File: config.mk
export PLATFORM = sky130hd
export DESIGN_NAME = uart_cipher_bridge_flat
export DESIGN_NICKNAME = d
export VERILOG_FILES = /design/src/rtl/uart_cipher_bridge_pkg.sv /design/src/rtl/uart_cipher_bridge_if.sv /design/src/rtl/uart_cipher_bridge_rise_detect.sv /design/src/rtl/uart_cipher_bridge.sv /design/src/flat_wrapper.sv
export SDC_FILE = /design/constraint.sdc
export NUM_CORES = 1
export LEC_CHECK = 0
export ABC_AREA = 1
export BUFFER_PORTS_ARGS = -buffer_cell sky130_fd_sc_hd__buf_2
export CAP_MARGIN = 25
export CORE_AREA = 2 2 302 304
export DETAILED_ROUTE_END_ITERATION = 8
export DIE_AREA = 0 0 304 306
export PLACE_DENSITY = 0.42
export SKIP_CTS_REPAIR_TIMING = 1
export SYNTH_ARGS = -nofsm -noshare
export SYNTH_HDL_FRONTEND = slang
export SYNTH_SLANG_ARGS = --single-unit
File: constraint.sdc
create_clock -name clk_100MHz -period 16.2 [get_ports clk_100MHz]
set_clock_uncertainty 0.15 [all_clocks]
set_input_delay 2.43 -clock clk_100MHz [delete_from_list [all_inputs] [get_ports clk_100MHz]]
set_output_delay 2.43 -clock clk_100MHz [all_outputs]
set_load 0.03 [all_outputs]
File: src/rtl/uart_cipher_bridge_pkg.sv
// Shared state encoding, word geometry and byte-ordering helper for the UART/cipher bridge.
package uart_bridge_pkg;

    typedef enum logic [1:0] {
        IDLE  = 2'd0,
        START = 2'd1,
        WAIT  = 2'd2,
        EMIT  = 2'd3
    } bridge_state_t;

    localparam int DBITS      = 8;
    localparam int KEY_BYTES  = 16;
    localparam int TXT_BYTES  = 16;
    localparam int KEY_BITS   = DBITS * KEY_BYTES;
    localparam int TXT_BITS   = DBITS * TXT_BYTES;
    localparam int WORD_BYTES = KEY_BYTES + TXT_BYTES;
    localparam int WORD_BITS  = KEY_BITS + TXT_BITS;

    // Returns the Rx word with the first received byte in the top byte lane.
    function automatic logic [WORD_BITS-1:0] arrival_order(input logic [WORD_BITS-1:0] word,
                                                           input logic first_msb);
        logic [WORD_BITS-1:0] r;
        r = '0;
        for (int i = 0; i < WORD_BYTES; i++) begin
            r[WORD_BITS-1-DBITS*i -: DBITS] = first_msb ? word[WORD_BITS-1-DBITS*i -: DBITS]
                                                        : word[DBITS*i +: DBITS];
        end
        return r;
    endfunction

endpackage

File: src/rtl/uart_cipher_bridge_if.sv
// Bus bundle between the bridge (slave) and the UART/cipher cores around it (master).
interface uart_cipher_bridge_if;
    import uart_bridge_pkg::*;

    // Strobes, no back-pressure: rx_full rising edge offers read_data; cipher_start and
    // tx_load are single-cycle pulses qualifying key_out/pt_out and write_data respectively;
    // cipher_done qualifies ct_in and is only honoured while the bridge is in WAIT.
    logic                 rx_full;
    logic [WORD_BITS-1:0] read_data;
    logic [KEY_BITS-1:0]  key_out;
    logic [TXT_BITS-1:0]  pt_out;
    logic                 cipher_start;
    logic                 cipher_done;
    logic [TXT_BITS-1:0]  ct_in;
    logic [TXT_BITS-1:0]  write_data;
    logic                 tx_load;
    logic                 busy;
    logic                 overrun;
    logic                 timeout;
    bridge_state_t        state;

    modport slave (
        input  rx_full, read_data, cipher_done, ct_in,
        output key_out, pt_out, cipher_start, write_data, tx_load, busy, overrun, timeout, state
    );

    modport master (
        output rx_full, read_data, cipher_done, ct_in,
        input  key_out, pt_out, cipher_start, write_data, tx_load, busy, overrun, timeout, state
    );

endinterface

File: src/rtl/uart_cipher_bridge_rise_detect.sv
// Rising-edge detector for the Rx FIFO full flag.
module rise_detect (
    input  logic clk_100MHz,
    input  logic reset,
    input  logic d,
    output logic rise
);

    logic d_q;

    always_ff @(posedge clk_100MHz or posedge reset) begin
        if (reset) d_q <= 1'b0;
        else       d_q <= d;
    end

    assign rise = d & ~d_q;

endmodule

File: src/rtl/uart_cipher_bridge.sv
// Captures key/plaintext from the UART Rx word, launches the cipher and hands the result to Tx.
// Optional cipher watchdog enabled by defining BRIDGE_TIMEOUT_EN.
module uart_cipher_bridge
    import uart_bridge_pkg::*;
#(
    parameter bit FIRST_MSB = 1'b1
`ifdef BRIDGE_TIMEOUT_EN
    , parameter int TIMEOUT_CYC = 1_000_000
`endif
) (
    input  logic                 clk_100MHz,
    input  logic                 reset,
    uart_cipher_bridge_if.slave  bus
);

    logic                 rise;
    logic                 expire;
    logic [WORD_BITS-1:0] ordered;
    bridge_state_t        state;
    logic [KEY_BITS-1:0]  key_r;
    logic [TXT_BITS-1:0]  pt_r;
    logic [TXT_BITS-1:0]  wdata_r;
    logic                 start_r;
    logic                 load_r;
    logic                 busy_r;
    logic                 overrun_r;

    rise_detect u_rise (
        .clk_100MHz (clk_100MHz),
        .reset      (reset),
        .d          (bus.rx_full),
        .rise       (rise)
    );

    assign ordered = arrival_order(bus.read_data, FIRST_MSB);

`ifdef BRIDGE_TIMEOUT_EN
    localparam int CW = (TIMEOUT_CYC > 2) ? $clog2(TIMEOUT_CYC) : 1;
    localparam logic [CW-1:0] LAST = CW'(TIMEOUT_CYC - 1);

    logic [CW-1:0] wd_cnt;
    logic          timeout_r;

    assign expire = (wd_cnt == LAST);

    // Counter restarts while in START so the first WAIT cycle counts as zero.
    always_ff @(posedge clk_100MHz or posedge reset) begin
        if (reset) begin
            wd_cnt    <= '0;
            timeout_r <= 1'b0;
        end else begin
            if (state == START)     wd_cnt <= '0;
            else if (state == WAIT) wd_cnt <= wd_cnt + 1'b1;
            if (state == WAIT && !bus.cipher_done && expire) timeout_r <= 1'b1;
        end
    end

    assign bus.timeout = timeout_r;
`else
    assign expire      = 1'b0;
    assign bus.timeout = 1'b0;
`endif

    always_ff @(posedge clk_100MHz or posedge reset) begin
        if (reset) begin
            state     <= IDLE;
            key_r     <= '0;
            pt_r      <= '0;
            wdata_r   <= '0;
            start_r   <= 1'b0;
            load_r    <= 1'b0;
            busy_r    <= 1'b0;
            overrun_r <= 1'b0;
        end else begin
            start_r <= 1'b0;
            load_r  <= 1'b0;
            // A word arriving anywhere but IDLE, including the EMIT exit cycle, is lost.
            if (rise && state != IDLE) overrun_r <= 1'b1;
            case (state)
                IDLE: begin
                    if (rise) begin
                        key_r   <= ordered[WORD_BITS-1 -: KEY_BITS];
                        pt_r    <= ordered[TXT_BITS-1:0];
                        start_r <= 1'b1;
                        busy_r  <= 1'b1;
                        state   <= START;
                    end
                end
                START: state <= WAIT;
                WAIT: begin
                    if (bus.cipher_done) begin
                        wdata_r <= bus.ct_in;
                        load_r  <= 1'b1;
                        state   <= EMIT;
                    end else if (expire) begin
                        busy_r <= 1'b0;
                        state  <= IDLE;
                    end
                end
                EMIT: begin
                    busy_r <= 1'b0;
                    state  <= IDLE;
                end
                default: begin
                    busy_r <= 1'b0;
                    state  <= IDLE;
                end
            endcase
        end
    end

    assign bus.key_out      = key_r;
    assign bus.pt_out       = pt_r;
    assign bus.write_data   = wdata_r;
    assign bus.cipher_start = start_r;
    assign bus.tx_load      = load_r;
    assign bus.busy         = busy_r;
    assign bus.overrun      = overrun_r;
    assign bus.state        = state;

endmodule

File: src/flat_wrapper.sv
// flat-port wrapper written by rule: the top's interface ports become plain ports
module uart_cipher_bridge_flat import uart_bridge_pkg::*;
#(
    parameter bit FIRST_MSB = 1'b1

)
  (clk_100MHz, reset, bus_rx_full, bus_read_data, bus_cipher_done, bus_ct_in, bus_key_out, bus_pt_out, bus_cipher_start, bus_write_data, bus_tx_load, bus_busy, bus_overrun, bus_timeout, bus_state);
  uart_cipher_bridge_if bus_i ();
  input  logic clk_100MHz;
  input  logic reset;
  input wire logic [$bits(bus_i.rx_full)-1:0] bus_rx_full;
  input wire logic [$bits(bus_i.read_data)-1:0] bus_read_data;
  input wire logic [$bits(bus_i.cipher_done)-1:0] bus_cipher_done;
  input wire logic [$bits(bus_i.ct_in)-1:0] bus_ct_in;
  output wire logic [$bits(bus_i.key_out)-1:0] bus_key_out;
  output wire logic [$bits(bus_i.pt_out)-1:0] bus_pt_out;
  output wire logic [$bits(bus_i.cipher_start)-1:0] bus_cipher_start;
  output wire logic [$bits(bus_i.write_data)-1:0] bus_write_data;
  output wire logic [$bits(bus_i.tx_load)-1:0] bus_tx_load;
  output wire logic [$bits(bus_i.busy)-1:0] bus_busy;
  output wire logic [$bits(bus_i.overrun)-1:0] bus_overrun;
  output wire logic [$bits(bus_i.timeout)-1:0] bus_timeout;
  output wire logic [$bits(bus_i.state)-1:0] bus_state;
  assign bus_i.rx_full = bus_rx_full;
  assign bus_i.read_data = bus_read_data;
  assign bus_i.cipher_done = bus_cipher_done;
  assign bus_i.ct_in = bus_ct_in;
  assign bus_key_out = bus_i.key_out;
  assign bus_pt_out = bus_i.pt_out;
  assign bus_cipher_start = bus_i.cipher_start;
  assign bus_write_data = bus_i.write_data;
  assign bus_tx_load = bus_i.tx_load;
  assign bus_busy = bus_i.busy;
  assign bus_overrun = bus_i.overrun;
  assign bus_timeout = bus_i.timeout;
  assign bus_state = bus_i.state;
  uart_cipher_bridge #(.FIRST_MSB(FIRST_MSB)) u_core (.clk_100MHz(clk_100MHz), .reset(reset), .bus(bus_i));
endmodule
==> results.md, run 1 <==
- Final Hold Vio Count: 0
- Number of cells in the design after placement: 3537
- Height of the die: 306 µm
- Cell Area, Placed: 19700 µm²
- Worst hold path endpoint: u_core.bus.pt_out[113]$_DFFE_PP0P_
- Slew @ Worst Pin: 1.02 ns
- Area of the multi-input gates: 4460 µm²
- Starting density of the core: 16.4%
- Final worst-path setup slack: 10.87 ns
- Max capacitance violation total: 0
- Overall power consumption: 4.82 mW
- Number of nets in the layout: 2799
- Routability congestion estimate from global placement: 0.782
- Std-Cell Core Area: 89600 µm²
- Clock network latency to the later pin of the worst-skew pair: 0.56 ns
- Source of the worst register-to-register timing path: u_core.bus.state[0]$_DFFE_PP0P_
- P per Cell Area: 227 nW/µm²
- Overall routing resource usage: 11.1%
- Worst hold path startpoint: u_core.bus.pt_out[113]$_DFFE_PP0P_
- Vias in the first global route: 13267
- Achievable frequency: 188 MHz
- Design area: 21200 µm²
- Worst Setup Start Kind: input pin
- TritonCTS clock tree: done
- Required time reported for the critical path endpoint: 16.55 ns
- Area used by sequential logic in the layout: 9780 µm²
- Critical path class: in -> reg
- DP Wirelength: 39000 µm
- Number of clock buffers inserted by TritonCTS: 45
- PortBufs: 777
- Internal power: 2.59 mW
- Proportion of netlist area held by the largest area contributor: 66.6%
- DR vias: 13104
- Worst slack at placement: 10.25 ns
- Most repeated library cell on the critical path: sky130_fd_sc_hd__buf_4
- Clk network pwr share: 21.1%
- Dominant cells by area after synthesis: sky130_fd_sc_hd__dfrtp_1 (67%), sky130_fd_sc_hd__nand2_1 (30%), sky130_fd_sc_hd__buf_2 (1.6%)
- Number of top-level pins: 779
- Die W: 304 µm
- Number of warnings reported in the yosys synthesis log: 0
- Number of sinks on the clock net: 391
- Leading area contributor after synthesis: sky130_fd_sc_hd__dfrtp_1
- Maximum number of pins on one net before global-route repair: 111
- Portion of the post-synthesis area used by sequential elements: 66.6%
- Setup violators final: 0
- Clock period minus worst slack: 5.33 ns
- Switching fraction of total power: 46.2%
- Share of final-layout standard cells stronger than drive strength 1: 35.4%
- Final Max Slew Viols: 0
- Slowest library cell on the worst path: sky130_fd_sc_hd__buf_4
- Final global-route overflow total: 0
- Max VDD drop: 0.000102 V
- Number of cells on the worst hold path: 2
- Register clock-pin slew on the reported worst setup and hold paths: 0.06 ns
- Wire length of the first global-routing pass: 81200 µm
- Leakage power total: 12.3 nW
- Count of H-tree levels built during CTS: 2
- Number of synthesized register bits: 391
- First DRT Iteration DRCs: 661
- Kind of cell adding the most delay to the critical path: buffers and inverters
- Total of fill cells in the finished design: 9982
- Cells traversed along the worst timing path: buf_2, nand3_4, buf_4, buf_4, buf_4, nand2_1, nand2_1
- Outcome: finished, final reports clean
- DRC Markers: 0
- CTS root buf: sky130_fd_sc_hd__clkbuf_16
- Mapped Avg Cell Area: 8.87 µm²
- Gate power share: 44.4%
- End of the worst register-to-register path: u_core.bus.key_out[73]$_DFFE_PP0P_
- Syn nets: 2048
- Worst-case clock buffer depth: 3
- Area of the die: 93000 µm²
- Final setup TNS: 0 ns
- Part of the total power dissipated in sequential elements: 34.5%
- Tightest Hold Check Type: reg -> reg
- Most frequent cells in the layout: sky130_fd_sc_hd__nand2_1 (1162), sky130_fd_sc_hd__buf_2 (777), sky130_fd_sc_hd__dfrtp_1 (391), sky130_fd_sc_hd__clkbuf_16 (47)
- Number of nets still failing antenna checks after routing: 0
- Layout overhead on the synthesized area: 44.4%
- Max-slew headroom at the worst pin: 31.9%
- Number of buffer and inverter stages on the critical path: 4
- FF-to-FF setup slack: 12.04 ns
- Length in cells of the worst reg-to-reg path: 8
- Largest fanout on the critical path: 80
- Row count: 110
- Critical Path AT: 5.68 ns
- Mean routed wirelength per cell: 14.9 µm
- Synth unique cells: 15
- Final WL: 53900 µm
- Syn Std Cell Area: 14700 µm²
- Post-synthesis cell count: 1657
- P_sw: 2.23 mW
- Most common library cell in the layout ignoring fill and taps: sky130_fd_sc_hd__nand2_1
- Number of iterations in the first detailed-routing pass: 4
- Max incr delay on CP: 0.83 ns
- Final standard cell count with taps included and fillers excluded: 3626
- Setup repair after global routing missed its margin: no
- Crit. End Element: flip-flop
- Vias per cell: 3.61
- Final worst path period share: 32.9%
- Antenna violations before repair: 9
## through the flow
stage / hold WS (ns) / util (%)
6_report: 0.320 / 23.7
5_1_grt: 0.335 / 23.7
4_1_cts: 0.325 / 23.7
3_5_place_dp: 0.309 / 22.0
3_3_place_gp: 0.308 / 22.0
2_1_floorplan: 0.358 / -
## Yosys cell counts
cell                       count
sky130_fd_sc_hd__nand3_2       1
sky130_fd_sc_hd__nand3_1       2
sky130_fd_sc_hd__conb_1        1
sky130_fd_sc_hd__and2_1        1
sky130_fd_sc_hd__buf_2        48
sky130_fd_sc_hd__ha_1          3
sky130_fd_sc_hd__clkbuf_1     19
sky130_fd_sc_hd__inv_2         1
sky130_fd_sc_hd__dfrtp_1     391
sky130_fd_sc_hd__o21bai_1      1
sky130_fd_sc_hd__nand2_1    1163
sky130_fd_sc_hd__inv_1         7
sky130_fd_sc_hd__or2_2         1
sky130_fd_sc_hd__buf_4        16
sky130_fd_sc_hd__buf_1         2
## cell families after synthesis
logic type,count (synthesis),share of synthesized area (%)
AO/OA/AOI/OAI,1,0.0511
buffers and inverters,93,3.19
adder cells (fa/ha/maj),3,0.255
AND/OR/NAND/NOR,1168,29.9
flip-flops,391,66.6
other,1,0.0255
## worst max-delay path by stage
stage | startpoint | end | slack, ns | depth (start not counted)
after floorplan | reset | u_core.bus.busy$_DFFE_PP0P_ | 2.75 | 1
after global placement | bus_rx_full | u_core.bus.key_out[117]$_DFFE_PP0P_ | 10.27 | 7
after detailed placement | bus_rx_full | u_core.bus.pt_out[2]$_DFFE_PP0P_ | 10.25 | 7
after CTS | bus_rx_full | u_core.bus.pt_out[2]$_DFFE_PP0P_ | 10.90 | 7
after global routing | bus_rx_full | u_core.bus.key_out[70]$_DFFE_PP0P_ | 10.59 | 7
final | bus_rx_full | u_core.bus.pt_out[2]$_DFFE_PP0P_ | 10.87 | 7
## final cells by class
class                           count  share of cell area [%]
Sequential cell                   391                    46.1
Multi-Input combinational cell   1173                    21.0
Timing Repair Buffer              789                    18.7
Tap cell                         1176                    6.93
Clock buffer                       71                    6.53
Clock inverter                     10                   0.395
Inverter                            8                   0.224
Antenna cell                        8                  0.0943
## worst min-delay path, stage by stage (launching register included)
cell	delay, ns
sky130_fd_sc_hd__dfrtp_1	0.33
sky130_fd_sc_hd__nand2_1	0.05
sky130_fd_sc_hd__nand2_1	0.05
## flip-flops by register name, indices dropped and copies added, names as in the netlist
| name | cells |
|---|---|
| u_core.bus.key_out | 128 |
| u_core.bus.pt_out | 128 |
| u_core.bus.write_data | 128 |
| u_core.bus.state | 2 |
| u_core.bus.busy | 1 |
| u_core.bus.cipher_start | 1 |
| u_core.bus.overrun | 1 |
| u_core.bus.tx_load | 1 |
| u_core.u_rise.d_q | 1 |
## routing by layer
layer  track usage, %  wire (µm)  vias up
met5                0         49        -
met4             3.47       1310        8
met3             3.73       4300       85
met2             19.2      26700      489
met1             13.0      21500     6048
li1                 -          -     6474
## power by group through the flow
stage | clock (mW) | combinational, mW | sequential, mW
after floorplan | 0 | 0.533 | 2.56
after global placement | 0 | 2.18 | 1.68
after detailed placement | 0 | 2.18 | 1.66
after CTS | 1.06 | 2.18 | 1.66
after global routing | 1.10 | 2.31 | 1.72
final | 1.02 | 2.14 | 1.66
No activity file was read; power rests on OpenSTA's default activity.
==> run 2: changes to the inputs <==
Settings changed: ABC_AREA 1 to 0, CORE_AREA 2 2 302 304 to 2 2 304 306, DIE_AREA 0 0 304 306 to 0 0 306 308, PLACE_DENSITY 0.42 to 0.44.
Clock period 16.2 ns to 4.4 ns, I/O delays scaled along.
==> run 2 against run 1 <==
  * Setup slack got worse by 9.0 ns
  * Clock power rose to 3.9 times the previous value
  * Via count fell by 23%
  * Global-route usage fell by 1.0 points
  * Utilization rose by 0.76 points
  * Critical path type is now reg -> reg
  * Critical endpoint is now u_core.bus.key_out[59]$_DFFE_PP0P_
  * Largest power group unchanged
==> results.md, run 2 <==
- Outcome: finished, final reports clean (unchanged)
- Height of the die: 308 µm (was 306 µm)
- Number of iterations in the first detailed-routing pass: 4 (unchanged)
- Cells traversed along the worst timing path: inv_1, ha_1, and3b_4, buf_12, mux2_4 (was buf_2, nand3_4, buf_4, buf_4, buf_4, nand2_1, nand2_1)
- Worst-case clock buffer depth: 3 (unchanged)
- Final standard cell count with taps included and fillers excluded: 2873 (was 3626)
- Wire length of the first global-routing pass: 72300 µm (was 81200 µm)
- DR vias: 10145 (was 13104)
- DRC Markers: 0 (unchanged)
- Synth unique cells: 19 (was 15)
- Kind of cell adding the most delay to the critical path: simple AND/OR/NAND/NOR gates (was buffers and inverters)
- Number of warnings reported in the yosys synthesis log: 0 (unchanged)
- Required time reported for the critical path endpoint: 4.71 ns (was 16.55 ns)
- Setup violators final: 0 (unchanged)
- Most frequent cells in the layout: sky130_fd_sc_hd__buf_2 (777), sky130_fd_sc_hd__dfrtp_1 (391), sky130_fd_sc_hd__mux2_4 (200), sky130_fd_sc_hd__mux2_2 (185), sky130_fd_sc_hd__clkbuf_16 (49) (was sky130_fd_sc_hd__nand2_1 (1162), sky130_fd_sc_hd__buf_2 (777), sky130_fd_sc_hd__dfrtp_1 (391), sky130_fd_sc_hd__clkbuf_16 (47))
- Count of H-tree levels built during CTS: 2 (unchanged)
- Final Hold Vio Count: 0 (unchanged)
- Tightest Hold Check Type: in -> reg (was reg -> reg)
- Achievable frequency: 390 MHz
- Worst Setup Start Kind: flip-flop (was input pin)
- Share of final-layout standard cells stronger than drive strength 1: 75.3% (was 35.4%)
- Number of sinks on the clock net: 391 (unchanged)
- Most common library cell in the layout ignoring fill and taps: sky130_fd_sc_hd__buf_2 (was sky130_fd_sc_hd__nand2_1)
- Final Max Slew Viols: 0 (unchanged)
- Largest fanout on the critical path: 73 (was 80)
- DP Wirelength: 38000 µm (was 39000 µm)
- Critical path class: reg -> reg (was in -> reg)
- Post-synthesis cell count: 837 (was 1657)
- Maximum number of pins on one net before global-route repair: 105 (was 111)
- Final global-route overflow total: 0 (unchanged)
- Proportion of netlist area held by the largest area contributor: 62.8% (was 66.6%)
- Highest metal used: met5 (unchanged)
- Slowest library cell on the worst path: sky130_fd_sc_hd__and3b_4 (was sky130_fd_sc_hd__buf_4)
- TritonCTS clock tree: done (unchanged)
- Critical Path AT: 2.87 ns (was 5.68 ns)
- Leakage power total: 10.9 nW (was 12.3 nW)
- Setup repair after global routing missed its margin: no (unchanged)
- Routability congestion estimate from global placement: 0.798 (was 0.782)
- Vias per cell: 3.53 (was 3.61)
- Number of clock buffers inserted by TritonCTS: 47 (was 45)
- CTS root buf: sky130_fd_sc_hd__clkbuf_16 (unchanged)
- Overall power consumption: 19.8 mW (was 4.82 mW)
- Number of top-level pins: 779 (unchanged)
- Max-slew headroom at the worst pin: 47.4% (was 31.9%)
- Starting density of the core: 17.1% (was 16.4%)
- Sum of met3 wire segment lengths after detailed routing: 3510 µm (was 4300 µm)
- Area of the die: 94200 µm² (was 93000 µm²)
- Number of enable flip-flop cells after synthesis: 0 (unchanged)
- Syn Std Cell Area: 15600 µm² (was 14700 µm²)
- Slew @ Worst Pin: 0.789 ns (was 1.02 ns)
- Row count: 111 (was 110)
- Overall routing resource usage: 10.1% (was 11.1%)
- First DRT Iteration DRCs: 438 (was 661)
- Max incr delay on CP: 0.56 ns (was 0.83 ns)
- Number of nets in the layout: 2037 (was 2799)
- Syn nets: 1228 (was 2048)
- Mean routed wirelength per cell: 17.3 µm (was 14.9 µm)
- PortBufs: 777 (unchanged)
- Die W: 306 µm (was 304 µm)
- P per Cell Area: 889 nW/µm² (was 227 nW/µm²)
- Asr flop ratio synth: 100% (unchanged)
- Max VDD drop: 0.000451 V (was 0.000102 V)
- Clock network latency to the later pin of the worst-skew pair: 0.59 ns (was 0.56 ns)
- Final worst path period share: 58.2%
- Antenna violations before repair: 5 (was 9)
- Vias in the first global route: 11349 (was 13267)
- Max capacitance violation total: 0 (unchanged)
- Leading area contributor after synthesis: sky130_fd_sc_hd__dfrtp_1 (unchanged)
- Number of nets still failing antenna checks after routing: 0 (unchanged)
- Register clock-pin slew on the reported worst setup and hold paths: 0.06 ns (about the same)
- DR WL met2: 25900 µm (was 26700 µm)
- Main synth FF type: sky130_fd_sc_hd__dfrtp_1 (unchanged)
- Std-Cell Core Area: 91000 µm² (was 89600 µm²)
- Mapped Avg Cell Area: 18.6 µm² (was 8.87 µm²)
- Dominant cells by area after synthesis: sky130_fd_sc_hd__dfrtp_1 (63%), sky130_fd_sc_hd__mux2_4 (19%), sky130_fd_sc_hd__mux2_2 (13%) (was sky130_fd_sc_hd__dfrtp_1 (67%), sky130_fd_sc_hd__nand2_1 (30%), sky130_fd_sc_hd__buf_2 (1.6%))
- Met1 Wirelength: 18500 µm (was 21500 µm)
- Most frequent cells after synthesis: sky130_fd_sc_hd__dfrtp_1 (391), sky130_fd_sc_hd__mux2_4 (200), sky130_fd_sc_hd__mux2_2 (185) (was sky130_fd_sc_hd__nand2_1 (1163), sky130_fd_sc_hd__dfrtp_1 (391), sky130_fd_sc_hd__buf_2 (48))
- Cell with the most instances after synthesis: sky130_fd_sc_hd__dfrtp_1 (was sky130_fd_sc_hd__nand2_1)
- Crit. End Element: flip-flop (unchanged)
- Number of synthesized register bits: 391 (unchanged)
- Portion of the post-synthesis area used by sequential elements: 62.8% (was 66.6%)
- Number of cells in the design after placement: 2782 (was 3537)
- Layout overhead on the synthesized area: 42.9% (was 44.4%)
- Number of buffer and inverter stages on the critical path: 2 (was 4)
- Clock period minus worst slack: 2.56 ns
- Final WL: 49700 µm (was 53900 µm)
run 2: cell families after synthesis:
logic type,after synthesis,share of synthesized area (%)
AOI/OAI and AO/OA,4,0.169
adders and majority gates,3,0.241
buffers and inverters,47,3.85
DFF,391,62.8
muxes,385,32.7
other,1,0.0241
and+or+nand+nor,6,0.233
run 2: path summary, 6_finish.rpt:
path	end	slack (ns)	startpoint	cells after the start
worst max-delay path	u_core.bus.key_out[59]$_DFFE_PP0P_	1.84	u_core.bus.state[0]$_DFFE_PP0P_	5
worst min-delay path	u_core.u_rise.d_q$_DFF_PP0_	0.06	bus_rx_full	1
worst max register to register	u_core.bus.key_out[59]$_DFFE_PP0P_	1.84	u_core.bus.state[0]$_DFFE_PP0P_	5
worst min register to register	u_core.bus.write_data[72]$_DFFE_PP0P_	0.35	u_core.bus.write_data[72]$_DFFE_PP0P_	1
max in group asynchronous	u_core.bus.key_out[100]$_DFFE_PP0P_	2.50	reset	4
min in group asynchronous	u_core.bus.pt_out[68]$_DFFE_PP0P_	0.54	reset	3
run 2: layout make-up:
| cell class | count | area (µm²) |
|---|---|---|
| Antenna cell | 4 | 10.0 |
| Clock buffer | 69 | 1400 |
| Clock inverter | 17 | 194 |
| Fill cell | 9612 | 68700 |
| Inverter | 3 | 15.0 |
| Multi-Input combinational cell | 399 | 5200 |
| Sequential cell | 391 | 9780 |
| Tap cell | 1186 | 1480 |
| Timing Repair Buffer | 804 | 4170 |
run 2: layer usage:
layer  vias up  global-route usage (%)
met4         2                    4.74
met1      5089                    11.1
met2       404                    17.8
met3        93                    3.03
li1       4557                       -
met5         -                       0
run 2: power breakdown:
part           internal (mW)  switching (mW)
clock                   2.44            1.57
combinational           3.60            5.72
sequential              5.43            1.03
total                   11.5            8.33
run 2: stage by stage:
step	worst slack, ns	setup TNS, ns	area (µm²)	hold slack (ns)	utilization [%]
floorplan	-1.67	-652.92	15600	0.388	-
global placement	1.85	0	20600	0.335	22.7
detailed placement	1.78	0	20600	0.328	22.7
CTS	1.77	0	22200	-0.0491	24.4
global route	1.67	0	22300	0.0101	24.5
finish	1.84	0	22300	0.0629	24.5
